[config.mk]
export PLATFORM = sky130hd
export DESIGN_NAME = if_stage
export DESIGN_NICKNAME = d
export VERILOG_FILES = /design/src/rtl/if_pkg.sv /design/src/rtl/if_stage_fetch_fifo.sv /design/src/rtl/if_stage.sv
export SDC_FILE = /design/constraint.sdc
export NUM_CORES = 1
export LEC_CHECK = 0
export BUFFER_PORTS_ARGS = -buffer_cell sky130_fd_sc_hd__buf_2
export CAP_MARGIN = 20
export CORE_MARGIN = 5
export CORE_UTILIZATION = 35
export DETAILED_ROUTE_END_ITERATION = 10
export GPL_TIMING_DRIVEN = 0
export PLACE_DENSITY = 0.56
export SKIP_CTS_REPAIR_TIMING = 1
export SYNTH_ARGS = -nofsm -noshare
export SYNTH_HDL_FRONTEND = slang
export SYNTH_HIERARCHICAL = 1
export SYNTH_SLANG_ARGS = --single-unit
[constraint.sdc]
create_clock -name clk -period 4.25 [get_ports clk]
set_input_delay 0.2125 -clock clk [delete_from_list [all_inputs] [get_ports clk]]
set_output_delay 0.2125 -clock clk [all_outputs]
set_load 0.02 [all_outputs]
[src/rtl/if_pkg.sv]
// -----------------------------------------------------------------------------
// if_pkg
//   Shared types and constants for the instruction-fetch stage.
//   - fetch_state_e : fetch sequencer states (BOOT, RUN)
//   - fetch_entry_t : fetch-buffer entry {pc, instr}, default 64/32-bit layout
//   - tag_entry_t   : tag-queue entry {epoch, pc}, default 64-bit layout
//   - INSTR_BYTES   : PC increment per sequential fetch
//   The structs describe the default-width layout; if_stage packs its FIFO
//   words with the same field order but sized from its own parameters.
// -----------------------------------------------------------------------------
package if_pkg;

    localparam int INSTR_BYTES = 4;

    typedef enum logic {
        BOOT = 1'b0,
        RUN  = 1'b1
    } fetch_state_e;

    typedef struct packed {
        logic [63:0] pc;
        logic [31:0] instr;
    } fetch_entry_t;

    typedef struct packed {
        logic        epoch;
        logic [63:0] pc;
    } tag_entry_t;

endpackage

[src/rtl/if_stage_fetch_fifo.sv]
// -----------------------------------------------------------------------------
// fetch_fifo
//   Synchronous FIFO with registered storage, used both as the tag queue and
//   as the fetch buffer inside if_stage.
//   Ports:
//     clk, rst          clock, synchronous active-high reset
//     push, push_data   write one entry
//     pop               retire the head entry
//     flush             drop all entries (wins over push/pop)
//     head_data         current head entry (registered storage)
//     count             number of valid entries, 0..DEPTH
//   DEPTH must be a power of two so the pointers wrap naturally.
// -----------------------------------------------------------------------------
module fetch_fifo #(
    parameter int WIDTH = 8,
    parameter int DEPTH = 2,
    localparam int AW = $clog2(DEPTH),
    localparam int CW = AW + 1
) (
    input  logic             clk,
    input  logic             rst,
    input  logic             push,
    input  logic [WIDTH-1:0] push_data,
    input  logic             pop,
    input  logic             flush,
    output logic [WIDTH-1:0] head_data,
    output logic [CW-1:0]    count
);

    logic [WIDTH-1:0] mem_q [DEPTH];
    logic [WIDTH-1:0] mem_d [DEPTH];
    logic [AW-1:0]    wr_ptr_q, wr_ptr_d;
    logic [AW-1:0]    rd_ptr_q, rd_ptr_d;
    logic [CW-1:0]    count_q, count_d;
    logic             do_push, do_pop;

    always_comb begin
        mem_d    = mem_q;
        wr_ptr_d = wr_ptr_q;
        rd_ptr_d = rd_ptr_q;
        count_d  = count_q;
        do_pop   = pop && (count_q != '0);
        // A push into a full FIFO is only accepted when the head leaves in
        // the same cycle.
        do_push  = push && ((count_q < CW'(DEPTH)) || do_pop);
        if (flush) begin
            wr_ptr_d = '0;
            rd_ptr_d = '0;
            count_d  = '0;
        end else begin
            if (do_push) begin
                mem_d[wr_ptr_q] = push_data;
                wr_ptr_d        = wr_ptr_q + AW'(1);
            end
            if (do_pop) begin
                rd_ptr_d = rd_ptr_q + AW'(1);
            end
            count_d = count_q + CW'(do_push) - CW'(do_pop);
        end
    end

    always_ff @(posedge clk) begin
        if (rst) begin
            for (int i = 0; i < DEPTH; i++) begin
                mem_q[i] <= '0;
            end
            wr_ptr_q <= '0;
            rd_ptr_q <= '0;
            count_q  <= '0;
        end else begin
            mem_q    <= mem_d;
            wr_ptr_q <= wr_ptr_d;
            rd_ptr_q <= rd_ptr_d;
            count_q  <= count_d;
        end
    end

    assign head_data = mem_q[rd_ptr_q];
    assign count     = count_q;

endmodule

[src/rtl/if_stage.sv]
// -----------------------------------------------------------------------------
// if_stage
//   Instruction-fetch stage. Owns the PC, issues in-order fetches, tags each
//   request with the current epoch, and buffers responses for decode.
//   Ports:
//     clk, rst                        clock, synchronous active-high reset
//     imem_req_valid/ready/addr       fetch request channel
//     imem_resp_valid/instr           in-order response, no backpressure
//     redirect, redirect_pc           PC redirect from decode
//     id_ready                        decode accepts the presented entry
//     out_valid, out_pc, out_instr    IF/ID entry
//     perf_fetched, perf_squashed     only with IF_PERF_CNT_EN defined
//   Optional feature macro: IF_PERF_CNT_EN (performance counters).
//
//   state | meaning
//   ------+-------------------------------------------
//   BOOT  | first cycle after reset, no requests issued
//   RUN   | fetching
// -----------------------------------------------------------------------------
module if_stage
    import if_pkg::*;
#(
    parameter int                 BUS_WIDTH   = 64,
    parameter int                 INSTR_WIDTH = 32,
    parameter int                 FIFO_DEPTH  = 2,
    parameter logic [BUS_WIDTH-1:0] RESET_PC  = '0
) (
    input  logic                   clk,
    input  logic                   rst,
    output logic                   imem_req_valid,
    input  logic                   imem_req_ready,
    output logic [BUS_WIDTH-1:0]   imem_req_addr,
    input  logic                   imem_resp_valid,
    input  logic [INSTR_WIDTH-1:0] imem_resp_instr,
    input  logic                   redirect,
    input  logic [BUS_WIDTH-1:0]   redirect_pc,
    input  logic                   id_ready,
    output logic                   out_valid,
    output logic [BUS_WIDTH-1:0]   out_pc,
    output logic [INSTR_WIDTH-1:0] out_instr
`ifdef IF_PERF_CNT_EN
    ,
    output logic [63:0]            perf_fetched,
    output logic [63:0]            perf_squashed
`endif
);

    localparam int CW    = $clog2(FIFO_DEPTH) + 1;
    localparam int TAG_W = 1 + BUS_WIDTH;
    localparam int ENT_W = BUS_WIDTH + INSTR_WIDTH;

    fetch_state_e         state_q, state_d;
    logic [BUS_WIDTH-1:0] fetch_pc_q, fetch_pc_d;
    logic                 epoch_q, epoch_d;

    logic [TAG_W-1:0]     tag_head;
    logic [ENT_W-1:0]     fifo_head;
    logic [CW-1:0]        outstanding;
    logic [CW-1:0]        fifo_count;
    logic [CW:0]          inflight;
    logic                 accept, resp_take, resp_match;
    logic                 fifo_push, fifo_pop;
    logic                 unused_pc_lsbs;

    // The tag queue occupancy is the outstanding-request count.
    assign inflight       = {1'b0, outstanding} + {1'b0, fifo_count};
    assign unused_pc_lsbs = ^redirect_pc[1:0];

    always_comb begin
        state_d    = state_q;
        fetch_pc_d = fetch_pc_q;
        epoch_d    = epoch_q;

        if (state_q == BOOT) begin
            state_d = RUN;
        end

        // Reserve a buffer slot for every request in flight so a response
        // always has somewhere to land.
        imem_req_valid = (state_q == RUN) && !redirect
                         && (inflight < (CW+1)'(FIFO_DEPTH));
        accept         = imem_req_valid && imem_req_ready;
        resp_take      = imem_resp_valid && (outstanding != '0);
        resp_match     = resp_take && (tag_head[TAG_W-1] == epoch_q);
        fifo_push      = resp_match && !redirect;
        out_valid      = (fifo_count != '0);
        fifo_pop       = out_valid && id_ready && !redirect;

        if (redirect) begin
            fetch_pc_d = {redirect_pc[BUS_WIDTH-1:2], 2'b00};
            epoch_d    = ~epoch_q;
        end else if (accept) begin
            fetch_pc_d = fetch_pc_q + BUS_WIDTH'(INSTR_BYTES);
        end
    end

    always_ff @(posedge clk) begin
        if (rst) begin
            state_q    <= BOOT;
            fetch_pc_q <= RESET_PC;
            epoch_q    <= 1'b0;
        end else begin
            state_q    <= state_d;
            fetch_pc_q <= fetch_pc_d;
            epoch_q    <= epoch_d;
        end
    end

    assign imem_req_addr = fetch_pc_q;

    // Tag queue is never flushed: wrong-path responses still arrive and are
    // discarded by the epoch compare.
    fetch_fifo #(
        .WIDTH (TAG_W),
        .DEPTH (FIFO_DEPTH)
    ) u_tag_q (
        .clk       (clk),
        .rst       (rst),
        .push      (accept),
        .push_data ({epoch_q, fetch_pc_q}),
        .pop       (resp_take),
        .flush     (1'b0),
        .head_data (tag_head),
        .count     (outstanding)
    );

    fetch_fifo #(
        .WIDTH (ENT_W),
        .DEPTH (FIFO_DEPTH)
    ) u_fetch_buf (
        .clk       (clk),
        .rst       (rst),
        .push      (fifo_push),
        .push_data ({tag_head[BUS_WIDTH-1:0], imem_resp_instr}),
        .pop       (fifo_pop),
        .flush     (redirect),
        .head_data (fifo_head),
        .count     (fifo_count)
    );

    assign out_pc    = fifo_head[ENT_W-1:INSTR_WIDTH];
    assign out_instr = fifo_head[INSTR_WIDTH-1:0];

`ifdef IF_PERF_CNT_EN
    logic [63:0] perf_fetched_q, perf_fetched_d;
    logic [63:0] perf_squashed_q, perf_squashed_d;

    // Squashed = responses not written to the buffer plus valid entries
    // thrown away by a redirect flush.
    always_comb begin
        perf_fetched_d  = perf_fetched_q + 64'(fifo_pop);
        perf_squashed_d = perf_squashed_q + 64'(resp_take && !fifo_push)
                          + (redirect ? 64'(fifo_count) : 64'd0);
    end

    always_ff @(posedge clk) begin
        if (rst) begin
            perf_fetched_q  <= '0;
            perf_squashed_q <= '0;
        end else begin
            perf_fetched_q  <= perf_fetched_d;
            perf_squashed_q <= perf_squashed_d;
        end
    end

    assign perf_fetched  = perf_fetched_q;
    assign perf_squashed = perf_squashed_q;
`endif

    resp_has_tag: assert property (@(posedge clk) disable iff (rst)
        imem_resp_valid |-> (outstanding != '0));

endmodule

Yosys cells after proc, flatten, opt, wreduce, memory -nomap -nowiden
Cells that the tools add are included. Widths: inputs -> output; s select.

Bits in registers: 396. Input bits: 102. Output and inout bits: 162. Logic and storage cells: 77.

Add/sub/neg operators: 10. $lt $le $gt $ge: 9. Eq/ne operators: 1. Multiplexer cells: 15. Bitwise operators: 6. Reduce and logical (&&, ||, !) cells: 22.

Operators by type and width (number): $mux 96 (4); $mux 65 (4); $bwmux 192 (1); $bwmux 130 (1); $mux 64 (2); $demux 96 s1 (1); $demux 65 s1 (1); $add 64x3->64 const B (1); $logic_and 1x1->1 (14); $ge 2x2->1 const B (4); $not 1->2 (4); $reduce_bool 2->1 (3); $add 1x1->1 const B (4); $add 2x1->2 (2); $lt 2x1->1 const B (2); $lt 2x2->1 const B (2); $sub 2x1->2 (2); $add 2x2->3 (1); $lt 3x2->1 const B (1); $logic_or 1x1->1 (2); $not 1->1 (2); $reduce_and 2->1 (1); $reduce_or 2->1 (1); $eq 1x1->1 (1); 2 further kinds (2).

Depth between registers and ports, before layout
Depth in word-level cells: 10. Mapped depth: 14. Mapped depth without buffers: 12.

Cells and area by module
The synthesis kept the hierarchy.

By module, submodules not included: fetch_fifo (u_fetch_buf) (instances 1, cells each 860, area each 9328.9 µm², sequential area each 3923.8 µm²); fetch_fifo (u_tag_q) (instances 1, cells each 590, area each 6349.8 µm², sequential area each 2682.6 µm²); if_stage (instances 1, cells each 533, area each 3971.3 µm², sequential area each 1281.2 µm²).

Worst setup path after synthesis
No wires, ideal clock.

Path kind: reg2reg. From: register u_fetch_buf.count_q[0] (netlist: u_fetch_buf/count[0]). To: register u_tag_q.count_q[1] (netlist: u_tag_q/count[1]). Data arrival time: 3.447 ns. Data required time: 4.172 ns. Slack: 0.725 ns. Stages on the path, launching flop included: 15. Buffers on the path: 2. Clock period less this slack: 3.525 ns. Cell sequence: dfxtp_1 > and2_1 > fa_1 > nor4b_2 > nand2_1 > clkinv_1 > buf_1 > buf_2 > nand2_1 > ha_1 > inv_1 > ha_1 > xor2_1 > and2_1 > nor3_1.

Cells in the longest elaborated chain, start to end: 7.

RTL lines: from (decl) (RTL line if_stage_fetch_fifo.sv:34) `logic [CW-1:0] count_q, count_d;`; from (signal assigned) (RTL line if_stage_fetch_fifo.sv:74) `count_q <= count_d;`; $add 2x2->3 (RTL line if_stage.sv:66) `assign inflight = {1'b0, outstanding} + {1'b0, fifo_count};`; $lt 3x2->1 (RTL line if_stage.sv:81) `&& (inflight < (CW+1)'(FIFO_DEPTH));`; $logic_and 1x1->1 (RTL line if_stage.sv:81); net imem_req_valid (RTL line if_stage.sv:30) `output logic imem_req_valid,`; $logic_and 1x1->1 (RTL line if_stage.sv:82) `accept = imem_req_valid && imem_req_ready;`; net accept (RTL line if_stage.sv:61) `logic accept, resp_take, resp_match;`; $logic_and 1x1->1 (RTL line if_stage_fetch_fifo.sv:45) `do_push = push && ((count_q < CW'(DEPTH)) || do_pop);`; $add 2x1->2 (RTL line if_stage_fetch_fifo.sv:58) `count_d = count_q + CW'(do_push) - CW'(do_pop);`; $sub 2x1->2 (RTL line if_stage_fetch_fifo.sv:58); to (signal assigned) (RTL line if_stage_fetch_fifo.sv:74); to (decl) (RTL line if_stage_fetch_fifo.sv:34).

The timed path passes the listed nets, and every way through them passes these cells. A chain may end at the register's enable or synchronous reset.

Final worst setup path
From: register u_fetch_buf.count_q[0] (netlist: u_fetch_buf/count[0]). To: register fetch_pc_q[34] (netlist: imem_req_addr[34]).

Cells in the longest elaborated chain, start to end: 5.

RTL lines: $add 2x2->3 (RTL line if_stage.sv:66); $lt 3x2->1 (RTL line if_stage.sv:81); $logic_and 1x1->1 (RTL line if_stage.sv:81); $logic_and 1x1->1 (RTL line if_stage.sv:82); $reduce_bool 2->1 (no line); to (signal assigned) (RTL line if_stage.sv:104) `fetch_pc_q <= fetch_pc_d;`; to (decl) (RTL line if_stage.sv:53) `logic [BUS_WIDTH-1:0] fetch_pc_q, fetch_pc_d;`.

No other way between the ends.

==> reports/qor.csv <==
metric;value;unit
largest net degree at the start of global routing;17;
Post-Place Cells;2996;
ranking of synthesized cells by area;dfxtp_1 (40%), mux2i_1 (17%), nand2b_1 (16%);
Vias;15700;
biggest cell delay along the critical path;0.82;ns
total power density per cell area;351;nW/µm²
critical path class;flop to flop;
vias in the first global route;15700;
final slew viol count;0;
core area;55300;µm²
clock sink count;394;
CP max FO;17;
Fillers;5386;
# DRC;0;
Die W;247;µm
Wirelength per Cell;20.3;µm
final core utilization;0.440;
most frequent cell after synthesis;nand2b_1;
worst-path cell chain;and2_1 > fa_1 > nor4b_2 > nand2_1 > clkinv_1 > nor2_1 > clkbuf_1 > o21ai_0 > a31oi_1;
leakage power;0.0103;µW
maximum vdd drop;0.246;mV
period utilization;0.940;
Avg Synthesized Cell Area;9.91;µm²
DR vias/cell;4.95;
Mapped Cells;1983;
placed instance area;21900;µm²
status;finished, violations left;
Power, Total;8550;µW
design area;24400;µm²
Die H;247;µm
I/O Pins;264;
share of cells above drive strength 1;0.240;
worst hold margin;-0.0183;ns
gpl congestion;0.939;
HPWL Detailed;47300;µm
Non-Filler Instances;3163;
failing checks;hold timing;
Initial Util;0.355;
initial drt markers;1053;
Layout area overhead;23.9;%
Post-synth EDFFs;0;
Hold Vio Cnt, Final;1;
CP endpoint kind;flop;
yosys warns;6;
initial antenna violation count;1;
critical path arrival;4.49;ns
RSZ-0062 raised after global routing;false;
minimum clock period;4.00;ns
Post-DRT Antenna Nets;0;
1st-pass router iterations;8;
CTS tree;built;
commonest cells in the netlist;nand2b_1 (487), dfxtp_1 (394), mux2i_1 (333);
cell row count;86;
full die area;61000;µm²
Slowest-stage cell, CP;nor2_1;
Synth area leader;dfxtp_1;
Synth top area share;0.401;
Setup crit start kind;flop;
gr ovfl total;0;
I/O Buffers;258;
# diodes;0;
Hold WC Path Type;primary input to flop;
clk root buf;clkbuf_16;
sequential element share of the synthesized area;0.401;
global-route wire length before repair;97100;µm
final WL;64100;µm
nets;2489;
Peak Freq;250;MHz
clk_lat worst skew;0.57;ns
Post-Syn Area;19700;µm²
clock tree buffer depth;3;
Worst-path clk slew;0.06;ns
Yosys cell types;63;
Slew @ Worst Pin;0.973;ns
Slew Limit Headroom;0.346;
ys flop type;dfxtp_1;
FFs w/ async S/R, synth;0;
Tot GR Track Use;0.204;
clk_skew;0.0206;ns
H-tree depth;2;
Yosys reg bits;394;
worst endpoint required time;4.75;ns
Setup-failing EPs final;0;
CTS buffer count;47;
MaxCap Viol Count;0;
==> cells in the final DEF, fill, tap and decap left out, types with 8 or more instances in the layout <==
master         instances
nor4_1                15
nand3_1               30
nand2_1               65
o21ai_0               29
nor2_1                52
nor2b_1                8
clkinv_2               9
o21a_1                13
and4_1                10
clkbuf_1              89
mux2i_1              333
nor3_1                15
buf_6                 14
xor2_1                12
inv_1                 17
buf_4                 19
buf_2                281
a21oi_1               40
dfxtp_1              394
dlygate4sd3_1         85
xnor2_1               18
clkbuf_16             49
a31oi_1               20
clkbuf_8              14
conb_1                 8
nand2b_1             487
mux2_2               165
nand4_1               25
==> metal layers <==
metal / global-route usage / part of all wire / vias up
met4: 0.0468 / 0.021 / 0
met5: 0 / 0 / -
met3: 0.0358 / 0.058 / 83
met2: 0.331 / 0.46 / 505
met1: 0.284 / 0.47 / 7498
li1: - / - / 7582
==> state kept, by name, summed over array words and instances, names as in the netlist, 2 cells and up <==
register / cells
u_fetch_buf/mem_q: 192
u_tag_q/mem_q: 130
imem_req_addr: 62
u_fetch_buf/count: 2
u_tag_q/count: 2
==> final timing paths <==
path                          from                    end  slack (ns)  depth (start not counted)
min reg2reg  u_fetch_buf/mem_q[86]  u_fetch_buf/mem_q[86]        0.46                          2
max reg2reg   u_fetch_buf/count[0]      imem_req_addr[34]        0.25                          9
min                redirect_pc[49]      imem_req_addr[49]       -0.02                          5
max           u_fetch_buf/count[0]      imem_req_addr[34]        0.25                          9
==> final cells by class <==
| type | count | area, µm² | share of cell area |
|---|---|---|---|
| sequential | 394 | 7890 | 0.324 |
| multi-input combinational | 1430 | 10900 | 0.447 |
| timing repair buffer | 343 | 2140 | 0.0880 |
| inverter | 18 | 67.6 | 0.00277 |
| clock buffer | 69 | 1440 | 0.0592 |
| clock inverter | 14 | 155 | 0.00637 |
| tap | 748 | 936 | 0.0384 |
| buffer | 147 | 846 | 0.0347 |
==> cell families after synthesis <==
kind of cell / after synthesis / share of synthesized area
buffers and inverters: 166 / 0.0467
AND/OR/NAND/NOR: 760 / 0.230
XOR/XNOR: 30 / 0.0134
adder cells (fa/ha/maj): 6 / 0.00420
multiplexers: 498 / 0.264
other: 1 / 0.000191
AO/OA/AOI/OAI: 128 / 0.0401
flip-flops: 394 / 0.401
==> power by group <==
part	leakage (µW)	internal, µW	switching (µW)
logic	0.00631	276	324
registers	0.00319	3740	88.3
clock network	0.000799	2520	1600
total	0.0103	6540	2020
==> metrics by stage <==
step,setup slack (ns),TNS (ns)
floorplan,0.725,0
global placement,0.103,0
detailed placement,0.0242,0
CTS,-0.00617,-0.00617
global route,0.00500,0
finish,0.254,0
==> worst max-delay path: cells and delay by family, from the launching register on <==
family / cells / cell delay, ns
simple gates: 4 / 1.45
buf+inv: 2 / 1.22
fa+ha+maj: 1 / 0.51
compound gates: 2 / 0.38
flops: 1 / 0.36
Note: power is estimated with default switching activity, not from simulation.
